**src/rtl/multiplicador_pkg.sv**
```systemverilog
// -----------------------------------------------------------------------------
// multiplicador_pkg
// Shared definitions for the floating-point mantissa multiplier and the
// exponent/sign assembly stage that follows it.
//   - ST_IDLE/ST_MULT/ST_NORM/ST_DONE : state encoding of the sequential core
//   - state_t                         : enum built on that encoding
//   - RND_TRUNC/RND_RNE               : values of the per-operation round mode
// -----------------------------------------------------------------------------
package multiplicador_pkg;

    localparam logic [1:0] ST_IDLE = 2'd0;
    localparam logic [1:0] ST_MULT = 2'd1;
    localparam logic [1:0] ST_NORM = 2'd2;
    localparam logic [1:0] ST_DONE = 2'd3;

    typedef enum logic [1:0] {
        IDLE = ST_IDLE,
        MULT = ST_MULT,
        NORM = ST_NORM,
        DONE = ST_DONE
    } state_t;

    localparam logic RND_TRUNC = 1'b0;
    localparam logic RND_RNE   = 1'b1;

endpackage

```
**src/rtl/normalizador_redondeo.sv**
```systemverilog
// -----------------------------------------------------------------------------
// normalizador_redondeo
// Combinational normalise-and-round stage for the product of two mantissas
// that both carry their implicit leading one (product value in [1,4)).
// Ports:
//   i_producto   : 2*NB_MANT+2 bit raw product
//   i_round_mode : RND_TRUNC truncates, RND_RNE rounds to nearest even
//   o_mantiza    : normalised, rounded mantissa field (implicit one dropped)
//   o_exp_inc    : exponent must be incremented by one
// -----------------------------------------------------------------------------
module normalizador_redondeo
    import multiplicador_pkg::*;
#(
    parameter int NB_MANT = 8
) (
    input  logic [2*NB_MANT+1:0] i_producto,
    input  logic                 i_round_mode,
    output logic [NB_MANT-1:0]   o_mantiza,
    output logic                 o_exp_inc
);

    logic [NB_MANT-1:0] mant_raw;
    logic               guard_bit;
    logic               sticky_bit;
    logic               exp_raw;
    logic               round_up;
    logic [NB_MANT:0]   mant_rnd;

    // The top product bit tells whether the product landed in [2,4); in that
    // case the field sits one position higher and the exponent grows by one.
    // Rounding is done on an extra carry bit: a carry out of an all-ones
    // mantissa leaves a zero field and pushes the exponent up instead. That
    // carry can only happen when the product was below 2, so the two
    // increment sources never both fire.
    always_comb begin
        exp_raw = i_producto[2*NB_MANT+1];
        if (exp_raw) begin
            mant_raw   = i_producto[2*NB_MANT -: NB_MANT];
            guard_bit  = i_producto[NB_MANT];
            sticky_bit = |i_producto[NB_MANT-1:0];
        end else begin
            mant_raw   = i_producto[2*NB_MANT-1 -: NB_MANT];
            guard_bit  = i_producto[NB_MANT-1];
            sticky_bit = |i_producto[NB_MANT-2:0];
        end
        round_up  = (i_round_mode == RND_RNE) && guard_bit && (sticky_bit || mant_raw[0]);
        mant_rnd  = {1'b0, mant_raw} + {{NB_MANT{1'b0}}, round_up};
        o_mantiza = mant_rnd[NB_MANT-1:0];
        o_exp_inc = exp_raw | mant_rnd[NB_MANT];
    end

endmodule

```
**src/rtl/multiplicador_mantiza_seq.sv**
```systemverilog
// -----------------------------------------------------------------------------
// multiplicador_mantiza_seq
// Iterative shift-add multiplier for floating-point mantissa fields. The
// implicit leading one is restored internally, the product is normalised and
// rounded (truncate or round-to-nearest-even per operation) and the block
// reports whether the exponent must be incremented.
// Ports:
//   clock, i_reset             : rising-edge clock, async active-high reset
//   i_valid / o_ready          : operand handshake (accepted only when idle)
//   i_mantiza_1, i_mantiza_2   : stored mantissa fields of the two operands
//   i_round_mode               : RND_TRUNC or RND_RNE
//   o_valid / i_ready          : result handshake
//   o_mantiza, o_exp_inc       : rounded mantissa field, exponent increment
// -----------------------------------------------------------------------------
module multiplicador_mantiza_seq
    import multiplicador_pkg::*;
#(
    parameter int NB_MANT = 8
) (
    input  logic               clock,
    input  logic               i_reset,
    input  logic               i_valid,
    output logic               o_ready,
    input  logic [NB_MANT-1:0] i_mantiza_1,
    input  logic [NB_MANT-1:0] i_mantiza_2,
    input  logic               i_round_mode,
    output logic               o_valid,
    input  logic               i_ready,
    output logic [NB_MANT-1:0] o_mantiza,
    output logic               o_exp_inc
);

    localparam int NB_CNT  = $clog2(NB_MANT + 2);
    localparam int NB_PROD = 2 * NB_MANT + 2;
    // Index of the final iteration; the counter passes this value on the
    // edge that performs the last partial-product add.
    localparam logic [NB_CNT-1:0] LAST_ITER = NB_CNT'(NB_MANT);

    state_t               state_q, state_d;
    logic [NB_MANT:0]     a_q, a_d;
    logic [NB_MANT:0]     b_q, b_d;
    logic                 modo_q, modo_d;
    logic [NB_PROD-1:0]   acc_q, acc_d;
    logic [NB_CNT-1:0]    cnt_q, cnt_d;
    logic                 valid_q, valid_d;
    logic [NB_MANT-1:0]   mant_q, mant_d;
    logic                 exp_inc_q, exp_inc_d;

    logic [NB_PROD-1:0]   a_shift;
    logic [NB_MANT-1:0]   norm_mant;
    logic                 norm_exp_inc;

    normalizador_redondeo #(
        .NB_MANT      (NB_MANT)
    ) u_normalizador (
        .i_producto   (acc_q),
        .i_round_mode (modo_q),
        .o_mantiza    (norm_mant),
        .o_exp_inc    (norm_exp_inc)
    );

    // Next-state and datapath logic. A is never shifted in place; instead it
    // is shifted by the iteration index each cycle, while B shifts right so
    // its LSB always selects the current partial product. Operand inputs are
    // only looked at in IDLE, so they may change freely during an operation.
    always_comb begin
        state_d   = state_q;
        a_d       = a_q;
        b_d       = b_q;
        modo_d    = modo_q;
        acc_d     = acc_q;
        cnt_d     = cnt_q;
        valid_d   = valid_q;
        mant_d    = mant_q;
        exp_inc_d = exp_inc_q;
        a_shift   = {{(NB_MANT+1){1'b0}}, a_q} << cnt_q;

        case (state_q)
            IDLE: begin
                if (i_valid) begin
                    a_d     = {1'b1, i_mantiza_1};
                    b_d     = {1'b1, i_mantiza_2};
                    modo_d  = i_round_mode;
                    acc_d   = '0;
                    cnt_d   = '0;
                    state_d = MULT;
                end
            end
            MULT: begin
                if (b_q[0]) begin
                    acc_d = acc_q + a_shift;
                end
                b_d   = b_q >> 1;
                cnt_d = cnt_q + NB_CNT'(1);
                if (cnt_q == LAST_ITER) begin
                    state_d = NORM;
                end
            end
            NORM: begin
                mant_d    = norm_mant;
                exp_inc_d = norm_exp_inc;
                valid_d   = 1'b1;
                state_d   = DONE;
            end
            DONE: begin
                if (i_ready) begin
                    valid_d = 1'b0;
                    state_d = IDLE;
                end
            end
            default: begin
                state_d = IDLE;
            end
        endcase
    end

    // All state lives here; reset aborts whatever operation is in flight and
    // drops any pending result.
    always_ff @(posedge clock or posedge i_reset) begin
        if (i_reset) begin
            state_q   <= IDLE;
            a_q       <= '0;
            b_q       <= '0;
            modo_q    <= RND_TRUNC;
            acc_q     <= '0;
            cnt_q     <= '0;
            valid_q   <= 1'b0;
            mant_q    <= '0;
            exp_inc_q <= 1'b0;
        end else begin
            state_q   <= state_d;
            a_q       <= a_d;
            b_q       <= b_d;
            modo_q    <= modo_d;
            acc_q     <= acc_d;
            cnt_q     <= cnt_d;
            valid_q   <= valid_d;
            mant_q    <= mant_d;
            exp_inc_q <= exp_inc_d;
        end
    end

    // Ready is a pure state decode, so it never overlaps a result hand-off.
    assign o_ready   = (state_q == IDLE);
    assign o_valid   = valid_q;
    assign o_mantiza = mant_q;
    assign o_exp_inc = exp_inc_q;

endmodule

```
**config.mk**
```make
export PLATFORM = sky130hd
export DESIGN_NAME = multiplicador_mantiza_seq
export DESIGN_NICKNAME = d
export VERILOG_FILES = /design/src/rtl/multiplicador_pkg.sv /design/src/rtl/normalizador_redondeo.sv /design/src/rtl/multiplicador_mantiza_seq.sv
export SDC_FILE = /design/constraint.sdc
export NUM_CORES = 1
export LEC_CHECK = 0
export CORE_ASPECT_RATIO = 1.5
export CORE_MARGIN = 10
export CORE_UTILIZATION = 59
export DETAILED_ROUTE_END_ITERATION = 10
export HOLD_SLACK_MARGIN = 0.12
export PLACE_DENSITY = 0.81
export SLEW_MARGIN = 30
export SYNTH_ARGS = -nofsm -noshare
export SYNTH_HDL_FRONTEND = slang
export SYNTH_SLANG_ARGS = --single-unit
```
**constraint.sdc**
```tcl
create_clock -name clock -period 3.5 [get_ports clock]
set_input_delay 0.7 -clock clock [delete_from_list [all_inputs] [get_ports clock]]
set_output_delay 0.7 -clock clock [all_outputs]
set_load 0.005 [all_outputs]
```
==> Word-level counts from Yosys, hierarchy flattened <==
Index checks and enable logic that the tools add are counted.
{ "word_totals": {"ff_bits": 53, "input_bits": 21, "output_inout_bits": 11} }
{ "classes": {"addsub": 3, "eq_ne": 8, "shifts": 1, "muxes": 16, "n_bitwise": 1, "reduce_logical": 13} }
{ "ops": {"columns": ["operator", "count"], "rows": [
  ["18-bit two-way mux", 2],
  ["18-bit case mux with 2 select lines", 1],
  ["18-bit adder", 1],
  ["9-bit case mux with 2 select lines", 1],
  ["9-bit by 4-bit left shift with 18-bit output", 1],
  ["8-bit by 1-bit adder with 9-bit output", 1],
  ["9-bit two-way mux", 1],
  ["8-bit two-way mux", 1],
  ["2-bit != test, second input constant", 4],
  ["2-bit case mux with 4 select lines", 1],
  ["4-bit case mux with 2 select lines", 1],
  ["8-bit OR reduction", 1],
  ["7-bit OR reduction", 1],
  ["2-bit two-way mux", 3],
  ["2-bit AND reduction", 3],
  ["3-bit AND reduction", 2],
  ["4-bit by 1-bit adder with 4-bit output, second input constant", 1],
  ["2-bit == test, second input constant", 2],
  ["4-bit == test, second input constant", 1],
  ["4-bit two-way mux", 1],
  ["2-bit nonzero test", 2],
  ["1-bit two-way mux", 3],
  ["2-bit by 1-bit == test with 1-bit output, second input constant", 1],
  ["1-bit logical AND", 2],
  ["other kinds (4)", 4]
]} }

==> Logic depth before layout (Yosys ltp) <==
Gate-level depths: netlist of run 1.
{ "logic_depth": {"word_depth": 6, "ltp_mapped": 16, "mapped_depth_nobuf": 15} }

==> Cells and area by module <==
From an unflattened synthesis of run 1, not the netlist that was laid out.
{ "unflattened": {"hier_cells": 426, "hier_area_um2": 3821.2} }
{ "by_module_without_submodules": {"columns": ["module", "n_inst", "cells_each", "area_per_inst_um2", "seq_area_each_um2"], "rows": [
  ["multiplicador_mantiza_seq", 1, 379, 3463.3, 1326.3],
  ["normalizador_redondeo", 1, 47, 357.8, 0.0]
]} }

==> Worst setup path after synthesis of run 1 <==
Ideal clock, no wire load.
{ "synth_path": {"path_type": "reg-to-reg", "from": "reg cnt_q[1]", "to": "reg acc_q[17]", "setup_ns": 0.128, "arrival_ns": 3.127, "required_ns": 3.372, "slack_ns": 0.245, "stages_incl_launch_ff": 15, "n_path_buf": 2, "synth_period_minus_slack_ns": 3.255, "cell_sequence": "dfrtp_1 -> buf_1 -> mux2_2 -> o21ai_0 -> nor2_1 -> nor2_1 -> o22ai_1 -> ha_1 -> clkbuf_1 -> nand4_1 -> a2111oi_0 -> o31ai_1 -> xnor2_1 -> a21oi_1 -> o22ai_1"} }
{ "synth_between": {"elab_chain_len": 4} }
{ "synth_rtl": {"columns": ["element", "line", "text"], "rows": [
  ["start, declared", "multiplicador_mantiza_seq.sv:44", "logic [NB_CNT-1:0] cnt_q, cnt_d;"],
  ["start signal, assigned", "multiplicador_mantiza_seq.sv:136", "cnt_q <= cnt_d;"],
  ["9-bit by 4-bit left shift with 18-bit output", "multiplicador_mantiza_seq.sv:76", "a_shift = {{(NB_MANT+1){1'b0}}, a_q} << cnt_q;"],
  ["18-bit adder", "multiplicador_mantiza_seq.sv:91", "acc_d = acc_q + a_shift;"],
  ["18-bit two-way mux", "multiplicador_mantiza_seq.sv:90", "if (b_q[0]) begin"],
  ["18-bit case mux with 2 select lines", "multiplicador_mantiza_seq.sv:78", "case (state_q)"],
  ["end signal, assigned", "multiplicador_mantiza_seq.sv:125", "acc_q <= '0;"],
  ["end signal, assigned", "multiplicador_mantiza_seq.sv:135", "acc_q <= acc_d;"],
  ["end, declared", "multiplicador_mantiza_seq.sv:43", "logic [NB_PROD-1:0] acc_q, acc_d;"]
]} }
Every way passes these cells. The select of a mux whose other input is x is not followed.
A chain may end at the register's enable or synchronous reset.

==> Worst setup path in the final report of run 1 <==
Same ends and word-level chain as after synthesis.

==> results_tabular.tex, run 1 <==
\begin{tabular}{lr}
\hline
Metric & Value \\
\hline
\multicolumn{2}{l}{\textbf{Placed design}} \\
\quad IO Port Bufs & 31 \\
\quad Half-perimeter wire length after placement & 6.59 mm \\
\quad Final weighted congestion in routability-driven placement & 0.991 \\
\quad Post-detailed-placement cell area & 0.00410 mm2 \\
\quad Worst slack at placement & -205 ps \\
\multicolumn{2}{l}{\textbf{CTS}} \\
\quad Clock tree from TritonCTS & yes \\
\quad CTS clock-pin slew for the worst setup and hold paths & 100 ps \\
\quad H-tree levels & 2 \\
\quad CTS Buf Count & 5 \\
\quad Max Buffers Root-to-Sink & 2 \\
\quad Number of sinks on the clock net & 53 \\
\quad Clk\_lat worst skew & 310 ps \\
\quad Clock Root Buffer & clkbuf\_8 \\
\multicolumn{2}{l}{\textbf{Logic synthesis}} \\
\quad FFs w/ async S/R, synth & 1.00 \\
\quad Flop and latch count out of synthesis & 53 \\
\quad Post-Synthesis Cells & 431 \\
\quad Dominant synthesized flop cell & dfrtp\_1 \\
\quad Synthesized cell area & 0.00374 mm2 \\
\quad Post-synth net total & 477 \\
\quad Synth cell types & 46 \\
\quad Synth Area per Inst & 8.67 um2 \\
\quad Area contributors post-synth & dfrtp\_1 (35\%), ha\_1 (8.0\%), o21ai\_0 (6.6\%) \\
\quad Dominant cell type by area after synthesis & dfrtp\_1 \\
\quad Post-synth EDFFs & 0 \\
\quad Sequential area share after synthesis & 0.355 \\
\quad YS warnings & 0 \\
\quad Area share of the largest cell type after synthesis & 0.355 \\
\multicolumn{2}{l}{\textbf{Global routing}} \\
\quad Initial antenna violation count & 0 \\
\quad Sum of overflow across all layers after global routing & 0 \\
\quad Global-route total usage across every layer & 0.173 \\
\quad Largest net degree at the start of global routing & 29 \\
\quad Wire length of the first global-routing pass & 15.0 mm \\
\quad Number of global-route vias before repair & 3211 \\
\multicolumn{2}{l}{\textbf{Floorplan}} \\
\quad Die Span X & 85.0 um \\
\quad Area of the die & 0.00998 mm2 \\
\quad Initial Utilization & 0.605 \\
\quad Placeable core region & 0.00617 mm2 \\
\quad Height of the die & 117 um \\
\quad Number of standard-cell rows in the floorplan & 35 \\
\quad Number of I/O pins & 32 \\
\multicolumn{2}{l}{\textbf{Setup path}} \\
\quad Crit. End Element & register \\
\quad Crit path largest cell delay & 420 ps \\
\quad Ordered cell list for the critical path & buf\_4, mux2\_2, nor2\_1, nor2\_1, nand2\_1, o21ai\_0, nand2\_1, o21ai\_0, ha\_2, nand4\_1, buf\_4, a2111oi\_4, o31ai\_1, xnor2\_1, buf\_4, o22ai\_1 \\
\quad CP most frequent cell & buf\_4 \\
\quad Crit path required time & 3700 ps \\
\quad Worst-path maximum fanout & 13 \\
\quad Data arrival time of the worst path & 3550 ps \\
\quad Critical-path top delay cell & ha\_2 \\
\quad Buffers and inverters on the worst path & 3 \\
\quad Startpoint Class & register \\
\quad Family of cells with the greatest summed delay on the critical path & compound AO/OA/AOI/OAI gates \\
\quad Critical path class & reg -> reg \\
\multicolumn{2}{l}{\textbf{Timing}} \\
\quad Setup WS post-layout & 151 ps \\
\quad Max Transition Viols Final & 0 \\
\quad Fmax achieved & 0.299 GHz \\
\quad Slew at the pin closest to its max-slew limit & 641 ps \\
\quad Setup clock skew after layout & 4.32 ps \\
\quad Endpoints failing hold & 0 \\
\quad Time the worst path needs with I/O delays and setup & 3350 ps \\
\quad Setup-failing EPs final & 0 \\
\quad Final cycle utilization of the critical path & 0.957 \\
\quad Relative slew slack & 0.573 \\
\multicolumn{2}{l}{\textbf{Cells and area}} \\
\quad Signed area change from the synthesized netlist to the final layout & 13.8\% \\
\quad Most common cell after layout, fill and taps aside & nand2\_1 \\
\quad Fraction of layout instances using a drive strength above 1 & 0.105 \\
\quad Layout Cell Area excl Fill & 0.00425 mm2 \\
\quad Highest-count cells in the layout ignoring fill and taps & nand2\_1 (59), dfrtp\_1 (53), o21ai\_0 (47), clkdlybuf4s50\_1 (31), nor2\_1 (24) \\
\quad Number of nets in the layout & 502 \\
\quad Count of antenna diodes in the layout & 0 \\
\multicolumn{2}{l}{\textbf{Flow run}} \\
\quad Number of violations of the max-capacitance limit & 0 \\
\multicolumn{2}{l}{\textbf{Detailed routing}} \\
\quad Routed Antenna Nets & 0 \\
\quad Initial detailed-routing violation count & 277 \\
\quad Pre-Repair DR Iteration Count & 4 \\
\quad Overall routed net length & 8.70 mm \\
\quad Vias per cell & 5.98 \\
\quad Average routed wire per standard cell & 16.4 um \\
\quad Count of vias placed by the detailed router & 3178 \\
\quad Drt drc & 0 \\
\multicolumn{2}{l}{\textbf{Run status}} \\
\quad Result of the run & completed \\
\multicolumn{2}{l}{\textbf{Power and ir drop}} \\
\quad Cell Pwr Density & 831 mW/mm2 \\
\quad Leak & 0.00188 uW \\
\quad Peak supply drop & 0.503 mV \\
\multicolumn{2}{l}{\textbf{Min path}} \\
\quad Kind of path behind the tightest hold check & reg -> reg \\
\hline
\end{tabular}
-- power breakdown --
group / total (uW) / leakage (uW) / internal [uW] / switching (uW)
registers: 1010 / 0.000681 / 828 / 178
clock network: 358 / 0.0000374 / 142 / 216
logic: 2170 / 0.00116 / 907 / 1260
-- cell usage after synthesis, drive strengths merged, types with 6 or more instances --
cell type	number
a22o	6
nor2	24
xor2	11
inv	17
mux2i	19
xnor2	11
ha	24
dfrtp	53
nand2b	6
clkbuf	20
and2	7
a21oi	25
o21ai	49
nand2	59
nand3	13
mux2	20
a21o	8
-- logic make-up (layout without fill, tap and decap cells) --
kind of cell / count (synthesis) / in the layout / synth area share
and+or+nand+nor: 134 / 134 / 0.165
muxes: 39 / 39 / 0.111
xor gates and xnor gates: 22 / 22 / 0.0516
AOI/OAI and AO/OA: 116 / 116 / 0.188
buffers and inverters: 42 / 68 / 0.0442
adders and majority gates: 25 / 25 / 0.0857
DFF: 53 / 53 / 0.355
-- layer usage --
metal  track usage  wire, um  vias to the layer above
met2         0.311      4640                       80
met3        0.0277       287                       17
met4        0.0599       170                        0
li1              -         -                     1575
met1         0.198      3600                     1506
met5             0         0                        -
-- layout make-up --
| class | count | area, um2 |
|---|---|---|
| clock buffer | 6 | 72.6 |
| multi-input combinational | 336 | 2290 |
| fill | 514 | 1920 |
| tap | 74 | 92.6 |
| clock inverter | 2 | 15.0 |
| inverter | 19 | 71.3 |
| sequential | 53 | 1330 |
| timing repair buffer | 41 | 385 |
-- state kept, by name, indices dropped and copies added (netlist names) --
name	flops
o_exp_inc	1
modo_q	1
a_q	9
b_q	9
state_q	2
o_valid	1
acc_q	18
cnt_q	4
o_mantiza	8
-- worst paths after layout --
kind	cells after the start	start	slack, ps	end
max in group asynchronous	3	i_reset	1980	acc_q[2]
min in group asynchronous	2	i_reset	750	o_exp_inc
max reg2reg	16	cnt_q[1]	150	acc_q[17]
max	16	cnt_q[1]	150	acc_q[17]
min reg2reg	2	b_q[7]	490	b_q[7]
min	2	b_q[7]	490	b_q[7]
-- through the flow --
step / hold slack (ps) / std cells / setup TNS [ps] / power [uW] / utilization
6_report: 494 / 531 / 0 / 3530 / 0.689
5_1_grt: 522 / 531 / -49.2 / 3840 / 0.689
4_1_cts: 498 / 528 / 0 / 3470 / 0.679
3_5_place_dp: 475 / 520 / -263 / 3090 / 0.664
3_3_place_gp: 462 / 520 / -94.5 / 3000 / 0.664
2_1_floorplan: 450 / 431 / 0 / 2580 / -
-- worst reg2reg max path: stages (launching register included) --
cell and delay, ps:
dfrtp_1 370, buf_4 200, mux2_2 380, nor2_1 90, nor2_1 70, nand2_1 60
o21ai_0 140, nand2_1 90, o21ai_0 110, ha_2 420, nand4_1 160, buf_4 190
a2111oi_4 380, o31ai_1 140, xnor2_1 230, buf_4 150, o22ai_1 70
-- timing repair --
action | CTS | global route
setup buffers | 0 | 3
hold buffers | 0 | 0
gates resized for setup | 2 | 9
pin swaps | 0 | 6
endpoints found under the setup margin | 2 | 3
No activity file was read; power rests on OpenSTA's default activity.
==> inputs of run 2 (changes only) <==
CAP_MARGIN = 10   (was unset)
==> results of run 2 <==
Final layout, timing and power as in run 1 (identical DEF).
==> edit: new RTL, config.mk and constraints of run 1 <==
`NB_MANT` is set to 8 in 2 places; all go to 4.
--- a/src/rtl/normalizador_redondeo.sv
+++ b/src/rtl/normalizador_redondeo.sv
@@ -12,5 +12,5 @@
     import multiplicador_pkg::*;
 #(
-    parameter int NB_MANT = 8
+    parameter int NB_MANT = 4
 ) (
     input  logic [2*NB_MANT+1:0] i_producto,
--- a/src/rtl/multiplicador_mantiza_seq.sv
+++ b/src/rtl/multiplicador_mantiza_seq.sv
@@ -16,5 +16,5 @@
     import multiplicador_pkg::*;
 #(
-    parameter int NB_MANT = 8
+    parameter int NB_MANT = 4
 ) (
     input  logic               clock,
Interface: changed (resized i_mantiza_1, i_mantiza_2 and o_mantiza); port bits go from 32 to 20. No check against the original RTL was run, so the function may have changed too.
==> edit against run 1 <==
- via count decreased by 48%
- cell count decreased by 46%
- synthesized cell count decreased by 48%
- clock skew increased by 0.0059 ns
- synthesized area decreased by 45%
- global-route usage decreased by 2.5 points
- sequential cell count decreased by 21
- final area decreased by 44%
- critical path depth decreased by 6
- power decreased by 43%
- setup slack improved by 0.45 ns
- routed wire length decreased by 51%
- highest routed layer unchanged
==> edit: results (changes against run 1) <==
Hold EP = b_q[0]$_DFFE_PP0P_
Final Worst Setup Slack = 0.602 ns (+0.452 ns)
max incr delay on CP = 0.54 ns (+0.12 ns)
Synth top cells by count = nand2_1 (35), dfrtp_1 (32), ha_1 (16)
DPL Wire Length = 3290 um (-50%)
Met3 Routed Length = 132 um (-54%)
outcome = complete, no violations
placed cell areas = 2270 um^2 (-45%)
switch share = 42.3% (-4.6 points)
leakage power = 1.11 nW (-41%)
global-route wire length before repair = 7370 um (-51%)
top post-synthesis cells by area = dfrtp_1 (39%), ha_1 (9.7%), nand2_1 (6.4%), o21ai_1 (3.7%), mux2i_1 (3.4%)
Largest regs = acc_q (10), a_q (5), b_q (5)
met2 usage = 25.3% (-5.8 points)
Detailed Route WL = 4240 um (-51%)
clk slew on worst S/H paths = 0.07 ns (-0.03 ns)
reg2reg setup slack = 0.60 ns (+0.45 ns)
Resized cells post-CTS = 0 (-2)
GRT Overall Usage = 14.8% (-2.5 points)
Crit-path slowest cell = dfrtp_1
First DRT Iteration DRCs = 106 (-62%)
Crit Path Max Fanout = 10 (-3)
slew margin rel. = 65.4% (+8.2 points)
Mapped Cells = 225 (-48%)
unique cell type count in the Yosys netlist = 44 (-4.3%)
[edit: layout make-up]
| cell class | count | area (um^2) |
|---|---|---|
| sequential | 32 | 801 |
| timing repair buffer | 20 | 198 |
| multi-input combinational | 170 | 1160 |
| tap | 42 | 52.6 |
| inverter | 16 | 60.1 |
| clock buffer | 7 | 96.3 |
| fill | 266 | 1020 |
[edit: power by group through the flow]
stage                     sequential, mW  clock (mW)  combinational, mW
final                              0.678       0.301               1.04
after global placement             0.673           0               1.01
after detailed placement           0.682           0               1.03
after global routing               0.702       0.325               1.18
after floorplan                    0.615           0              0.823
after CTS                          0.675       0.313               1.04
[edit: cells by family (layout without fill, tap and decap cells)]
logic type | Yosys count | count (layout) | synth area share, %
AND/OR/NAND/NOR | 68 | 68 | 15.0
XOR/XNOR | 5 | 5 | 2.13
multiplexers | 18 | 18 | 9.62
buffers and inverters | 23 | 43 | 4.57
adder cells (fa/ha/maj) | 17 | 17 | 10.7
AO/OA/AOI/OAI | 62 | 62 | 18.9
flip-flops | 32 | 32 | 39.0
